--- src/rtl/serial_adder_ctrl_if.sv ---
// ---------------------------------------------------------------------------
// serial_adder_ctrl_if
// Start/busy/done handshake plus operand and result bus for the bit-serial
// adder controller.
//   master : drives start/op1/op2/ci, observes busy/done/res/co
//   slave  : the adder controller side
// ---------------------------------------------------------------------------
interface serial_adder_ctrl_if #(
    parameter int WIDTH = 8
);
    logic             start;
    logic [WIDTH-1:0] op1;
    logic [WIDTH-1:0] op2;
    logic             ci;
    logic             busy;
    logic             done;
    logic [WIDTH-1:0] res;
    logic             co;

    modport master (output start, op1, op2, ci, input busy, done, res, co);
    modport slave  (input start, op1, op2, ci, output busy, done, res, co);
endinterface

--- src/rtl/serial_adder_ctrl.sv ---
// ---------------------------------------------------------------------------
// serial_adder_ctrl
// Bit-serial WIDTH-bit adder: captures two operands and a carry-in on an
// accepted start, adds one bit pair per cycle LSB-first through a single
// full-adder cell (two half adders + OR), and publishes {co,res} with a
// one-cycle done pulse.
// Ports:
//   clk_i   rising-edge clock
//   rst_i   synchronous, active-high reset
//   bus     slave modport: start/op1/op2/ci in, busy/done/res/co out
// ---------------------------------------------------------------------------
module sac_half_adder (
    input  logic a_i,
    input  logic b_i,
    output logic s_o,
    output logic c_o
);
    assign s_o = a_i ^ b_i;
    assign c_o = a_i & b_i;
endmodule

module serial_adder_ctrl #(
    parameter int WIDTH = 8
) (
    input  logic               clk_i,
    input  logic               rst_i,
    serial_adder_ctrl_if.slave bus
);
    // One extra bit so the counter never wraps inside a run.
    localparam int CW = $clog2(WIDTH) + 1;

    typedef enum logic [1:0] {IDLE, RUN, DONE} state_t;

    state_t           state_q, state_d;
    logic [WIDTH-1:0] a_q, a_d, b_q, b_d;
    logic [WIDTH-1:0] sum_q, sum_d, res_q, res_d;
    logic             carry_q, carry_d, co_q, co_d;
    logic [CW-1:0]    cnt_q, cnt_d;

    // Full-adder cell on the current LSB pair and the registered carry.
    logic ha0_s, ha0_c, ha1_s, ha1_c, fa_s, fa_c;

    sac_half_adder u_ha0 (.a_i(a_q[0]), .b_i(b_q[0]),  .s_o(ha0_s), .c_o(ha0_c));
    sac_half_adder u_ha1 (.a_i(ha0_s),  .b_i(carry_q), .s_o(ha1_s), .c_o(ha1_c));

    assign fa_s = ha1_s;
    assign fa_c = ha0_c | ha1_c;

    always_comb begin
        state_d = state_q;
        a_d     = a_q;
        b_d     = b_q;
        sum_d   = sum_q;
        res_d   = res_q;
        carry_d = carry_q;
        co_d    = co_q;
        cnt_d   = cnt_q;
        case (state_q)
            // DONE accepts a new start just like IDLE, giving back-to-back runs.
            IDLE, DONE: begin
                state_d = IDLE;
                if (bus.start) begin
                    state_d = RUN;
                    a_d     = bus.op1;
                    b_d     = bus.op2;
                    carry_d = bus.ci;
                    cnt_d   = '0;
                    sum_d   = '0;
                end
            end
            RUN: begin
                a_d     = a_q >> 1;
                b_d     = b_q >> 1;
                carry_d = fa_c;
                sum_d   = {fa_s, sum_q[WIDTH-1:1]};
                cnt_d   = cnt_q + 1'b1;
                // Last bit: publish the shifted-in sum and the final carry.
                if (cnt_q == CW'(WIDTH - 1)) begin
                    state_d = DONE;
                    res_d   = {fa_s, sum_q[WIDTH-1:1]};
                    co_d    = fa_c;
                end
            end
            default: state_d = IDLE;
        endcase
    end

    always_ff @(posedge clk_i) begin
        if (rst_i) begin
            state_q <= IDLE;
            a_q     <= '0;
            b_q     <= '0;
            sum_q   <= '0;
            res_q   <= '0;
            carry_q <= 1'b0;
            co_q    <= 1'b0;
            cnt_q   <= '0;
        end else begin
            state_q <= state_d;
            a_q     <= a_d;
            b_q     <= b_d;
            sum_q   <= sum_d;
            res_q   <= res_d;
            carry_q <= carry_d;
            co_q    <= co_d;
            cnt_q   <= cnt_d;
        end
    end

    assign bus.busy = (state_q == RUN);
    assign bus.done = (state_q == DONE);
    assign bus.res  = res_q;
    assign bus.co   = co_q;
endmodule

--- src/flat_wrapper.sv ---
// flat-port wrapper written by rule: the top's interface ports become plain ports
module serial_adder_ctrl_flat 
#(
    parameter int WIDTH = 8
)
  (clk_i, rst_i, bus_start, bus_op1, bus_op2, bus_ci, bus_busy, bus_done, bus_res, bus_co);
  serial_adder_ctrl_if #(.WIDTH(WIDTH)) bus_i ();
  input  logic clk_i;
  input  logic rst_i;
  input wire logic [$bits(bus_i.start)-1:0] bus_start;
  input wire logic [$bits(bus_i.op1)-1:0] bus_op1;
  input wire logic [$bits(bus_i.op2)-1:0] bus_op2;
  input wire logic [$bits(bus_i.ci)-1:0] bus_ci;
  output wire logic [$bits(bus_i.busy)-1:0] bus_busy;
  output wire logic [$bits(bus_i.done)-1:0] bus_done;
  output wire logic [$bits(bus_i.res)-1:0] bus_res;
  output wire logic [$bits(bus_i.co)-1:0] bus_co;
  assign bus_i.start = bus_start;
  assign bus_i.op1 = bus_op1;
  assign bus_i.op2 = bus_op2;
  assign bus_i.ci = bus_ci;
  assign bus_busy = bus_i.busy;
  assign bus_done = bus_i.done;
  assign bus_res = bus_i.res;
  assign bus_co = bus_i.co;
  serial_adder_ctrl #(.WIDTH(WIDTH)) u_core (.clk_i(clk_i), .rst_i(rst_i), .bus(bus_i));
endmodule
--- config.mk ---
export PLATFORM = sky130hd
export DESIGN_NAME = serial_adder_ctrl_flat
export DESIGN_NICKNAME = d
export VERILOG_FILES = /design/src/rtl/serial_adder_ctrl_if.sv /design/src/rtl/serial_adder_ctrl.sv /design/src/flat_wrapper.sv
export SDC_FILE = /design/constraint.sdc
export NUM_CORES = 1
export LEC_CHECK = 0
export ABC_AREA = 1
export CAP_MARGIN = 5
export CORE_MARGIN = 2
export CORE_UTILIZATION = 30
export DETAILED_ROUTE_END_ITERATION = 8
export PLACE_DENSITY = 0.58
export REMOVE_ABC_BUFFERS = 1
export SYNTH_ARGS = -nofsm -noshare
export SYNTH_HDL_FRONTEND = slang
export SYNTH_SLANG_ARGS = --single-unit
--- constraint.sdc ---
create_clock -name clk_i -period 1 [get_ports clk_i]
set_input_delay 0.2 -clock clk_i [delete_from_list [all_inputs] [get_ports clk_i]]
set_output_delay 0.2 -clock clk_i [all_outputs]
set_load 0.03 [all_outputs]
# Word-level counts from Yosys, hierarchy flattened
# Index checks and enable logic that the tools add are counted.
[totals]
register_bits = 40
in_bits = 20
out_inout_bits = 11
wordCells = 37
[classes]
add_sub_neg = 1
eq_ne = 5
n_mux = 13
bitwise_logic = 5
n_reduce_logical = 5
[ops]
columns = ["cell", "count"]
rows = [
  ["$pmux W8 S2", 3],
  ["$mux W8", 3],
  ["$pmux W4 S2", 1],
  ["$add A4 B1 Y4 const B", 1],
  ["$eq A4 B3 Y1 const B", 1],
  ["$mux W4", 1],
  ["$pmux W2 S2", 1],
  ["$reduce_and A2 Y1", 2],
  ["$and A1 B1 Y1", 2],
  ["$eq A2 B1 Y1 const B", 1],
  ["$eq A2 B2 Y1 const B", 1],
  ["$logic_not A2 Y1", 1],
  ["$mux W1", 2],
  ["$mux W2", 1],
  ["$ne A2 B1 Y1 const B", 1],
  ["$ne A2 B2 Y1 const B", 1],
  ["$pmux W1 S2", 1],
  ["$reduce_bool A2 Y1", 1],
  ["$reduce_or A2 Y1", 1],
  ["$xor A1 B1 Y1", 2],
  ["$or A1 B1 Y1", 1],
]

# Longest topological paths before layout
[logic_depth]
depth_word = 4
depth_mapped = 7
ltp_nobuf = 6

# Modules after synthesis
# Synthesis repeated with hierarchy kept, for this count alone.
[unflattened]
hier_cells = 242
hier_area_um2 = 1774.2
[by_module_without_submodules]
columns = ["module", "instances", "cells_each", "area_each_um2", "seq_area_each_um2"]
rows = [
  ["serial_adder_ctrl", 1, 240, 1749.2, 780.7],
  ["sac_half_adder", 2, 1, 12.5, 0.0],
]

# Worst setup path before layout
# Ideal clock, no wire load.
[synth_timing]
path_type = "reg2out"
start = "reg u_core.state_q[1]"
end = "out bus_done"
arrival_time_ps = 1040
t_required_ps = 800
setup_slack_ps = -240
stages_incl_launch_ff = 4
n_path_buf = 1
path_cell_list = "dfxtp_1 inv_2 buf_2 nor2_1"
[synth_via]
elab_chain_cells = 1
[synth_rtl]
columns = ["item", "line", "source"]
rows = [
  ["start, declared", "serial_adder_ctrl.sv:34", "state_t state_q, state_d;"],
  ["start signal, assigned", "serial_adder_ctrl.sv:99", "state_q <= state_d;"],
  ["$eq A2 B2 Y1", "serial_adder_ctrl.sv:111", "assign bus.done = (state_q == DONE);"],
  ["end, declared", "flat_wrapper.sv:15", "output wire logic [$bits(bus_i.done)-1:0] bus_done;"],
]
# Every way passes these cells.

# Worst setup path after layout
[layout_timing]
start = "reg u_core.state_q[0]"
end = "out bus_done"
# The elaborated chain is that of the path after synthesis.

==> out/results.tsv <==
stage	metric	value	unit
clock_tree	cts_sinks	39	
placement	dp_hpwl	2870	um
grt	first_global_vias	1624	
synthesis	yosysTopAreaCellShare	0.432	
setup_path	slowest_delay	370	ps
finish	drive_gt1_frac	0.320	
timing	fin_tns_setup	-4340	ps
routing	postRouteAntennaNets	0	
grt	grt_max_degree	29	
routing	finalWirelength	4440	um
setup_path	setup.worst_path.start	u_core.state_q[0]	
timing	finalHoldViolations	0	
clock_tree	insertion_delay	290	ps
timing	fmax	817	MHz
min_path	min_from	bus_op1[7]	
synthesis	synth_area_leader_cell	dfxtp_1	
finish	area_delta_synth_final	49.6	%
setup_path	critPathLaunchType	flip-flop	
routing	drcViolationCount	0	
timing	layout_min_cycle_time	1220	ps
floorplanning	dieArea	6660	um^2
timing	whs	465	ps
run_status	violations	setup timing	
floorplanning	dieHeight	81.6	um
synthesis	synth_area	1810	um^2
timing	final.setup.worst_slack	-224	ps
power_and_ir_drop	power.total	3.56	mW
routing	vias	1745	
floorplanning	core	5890	um^2
timing	tightest_slew	495	ps
setup_path	cp_common_cell	buf_6	
placement	postPlaceCellArea	2270	um^2
synthesis	synthDistinctLibCells	20	
finish	num_antenna_cells	0	
placement	portBuffers	30	
placement	dp_cells	356	
timing	setup_viol	40	
routing	first_iter_violations	77	
grt	grt_pass1_wl	7650	um
setup_path	cp.required	800	ps
routing	wl_per_cell	11.9	um
min_path	holdCritPathClass	input port to flip-flop	
placement	place_congestion	0.782	
grt	grt_overflow	0	
routing	vias_per_cell	4.65	
clock_tree	cts_buffers	5	
power_and_ir_drop	irDropWorstVdd	0.634	mV
timing	slew_viol_final	0	
clock_tree	clk_pin_slew	80	ps
grt	antenna_found_initial	0	
synthesis	ys_seq_elements	39	
setup_path	path_cells	buf_6 -> nor2_4 -> buf_6	
setup_path	r2r-start	u_core.carry_q	
setup_path	end_kind	output port	
synthesis	syn_inst	242	
clock_tree	cts-htree-levels	2	
job	maxCapViolations	0	
timing	min_period_over_period	1.22	
clock_tree	cts_tree	built	
finish	finish.utilization	0.459	
setup_path	cp_slowest_cell	dfxtp_4	
finish	final_area	2700	um^2
setup_path	crit_fanout	3	
finish	fin_nets	321	
setup_path	cp.arrival	1020	ps
clock_tree	root_buffer	clkbuf_8	
floorplanning	die_w	81.6	um
setup_path	criticalPathCategory	flip-flop to output port	
clock_tree	clockBufferDepth	2	
power_and_ir_drop	power.leakage	1.15	nW
floorplanning	rows	28	
floorplanning	io_pins	31	
timing	slew_headroom	0.670	
placement	pre_cts_slack	-440	ps
power_and_ir_drop	power_density	1320	nW/um^2
synthesis	synth.area.top_cells	dfxtp_1, nand3_1, nand2_1	
routing	drt-pass1-iter-count	4	
timing	fin_skew	10.7	ps
timing	rsz0062_at_grt	true	
synthesis	avgSynthCellArea	7.47	um^2
synthesis	ys_warn_count	0	
floorplanning	start_util	0.307	
synthesis	ys_seq_area_frac	0.432	
finish	fin_cells	375	
run_status	status	finished with violations	
grt	grtUsageTotal	0.149	
==> Yosys cell counts <==
master	number
buf_12	1
a21oi_1	28
nand3_1	76
dfxtp_1	39
clkbuf_1	3
buf_4	2
nand2_2	1
inv_2	1
nor2_8	1
fa_1	1
nor2_1	11
ha_1	1
buf_2	7
nand2_4	2
nor2_4	1
inv_1	20
buf_6	4
inv_4	1
o21ai_0	2
nand2_1	40
==> cell usage in the layout (no fill, tap or decap), types with 2 or more instances in the layout <==
cell type / count
nand3_1: 66
nand2_1: 39
dfxtp_1: 26
a21oi_1: 25
buf_4: 25
inv_1: 20
clkdlybuf4s50_1: 18
buf_6: 18
dfxtp_2: 12
nand3_2: 9
nor2_1: 7
nor2_4: 5
clkbuf_8: 5
nand2_4: 4
a21oi_2: 3
clkinv_4: 2
nand2_8: 2
buf_12: 2
==> cell families (layout without fill, tap and decap cells) <==
family / after synthesis / after routing / synth area share
and+or+nand+nor: 132 / 135 / 0.350
DFF: 39 / 39 / 0.432
buffers and inverters: 39 / 94 / 0.117
AOI/OAI and AO/OA: 30 / 30 / 0.0831
adders and majority gates: 2 / 2 / 0.0180
==> repair_timing <==
action                     4_1_cts  5_1_grt
buffers inserted                 8        0
gates cloned                     2        1
setup endpoints to repair       47       48
resized for setup               51       17
hold buffers                     0        0
pin swaps                       13        5
==> path summary, 6_finish.rpt <==
kind                                     endpoint  slack (ps)  cells past startpoint
worst max-delay path                     bus_done        -220                      3
worst min-delay path                u_core.a_q[7]         460                      3
worst max register to register    u_core.sum_q[7]        -140                      3
worst min register to register  u_core.bus.res[6]         470                      2
==> report_power, final <==
part | internal, mW | total (mW) | leakage, nW | switching, mW
clock network | 0.743 | 1.31 | 0.0581 | 0.562
registers | 1.61 | 1.65 | 0.324 | 0.0410
logic | 0.293 | 0.599 | 0.763 | 0.306
==> layout make-up <==
type | count | area (um^2)
sequential | 39 | 800
timing repair buffer | 64 | 619
multi-input combinational | 167 | 987
clock inverter | 3 | 43.8
tap | 75 | 93.8
clock buffer | 5 | 68.8
fill | 619 | 3180
inverter | 22 | 90.1
==> worst max-delay path, delay by kind of cell, from the launching register on <==
kind	cells	cell delay (ps)
flip-flops	1	370
buffers and inverters	2	260
AND/OR/NAND/NOR	1	100
==> state kept, by name, summed over array words and instances (netlist names) <==
| signal | flops |
|---|---|
| u_core.cnt_q | 4 |
| u_core.carry_q | 1 |
| u_core.a_q | 8 |
| u_core.state_q | 2 |
| u_core.bus.co | 1 |
| u_core.b_q | 8 |
| u_core.sum_q | 7 |
| u_core.bus.res | 8 |
==> layer usage <==
layer,up-vias,share of wire,GRT usage
met5,-,0,0
met4,0,0.0092,0.0400
met3,6,0.031,0.0330
met2,24,0.48,0.247
met1,796,0.48,0.196
li1,919,-,-
Note: power is estimated with default switching activity, not from simulation.
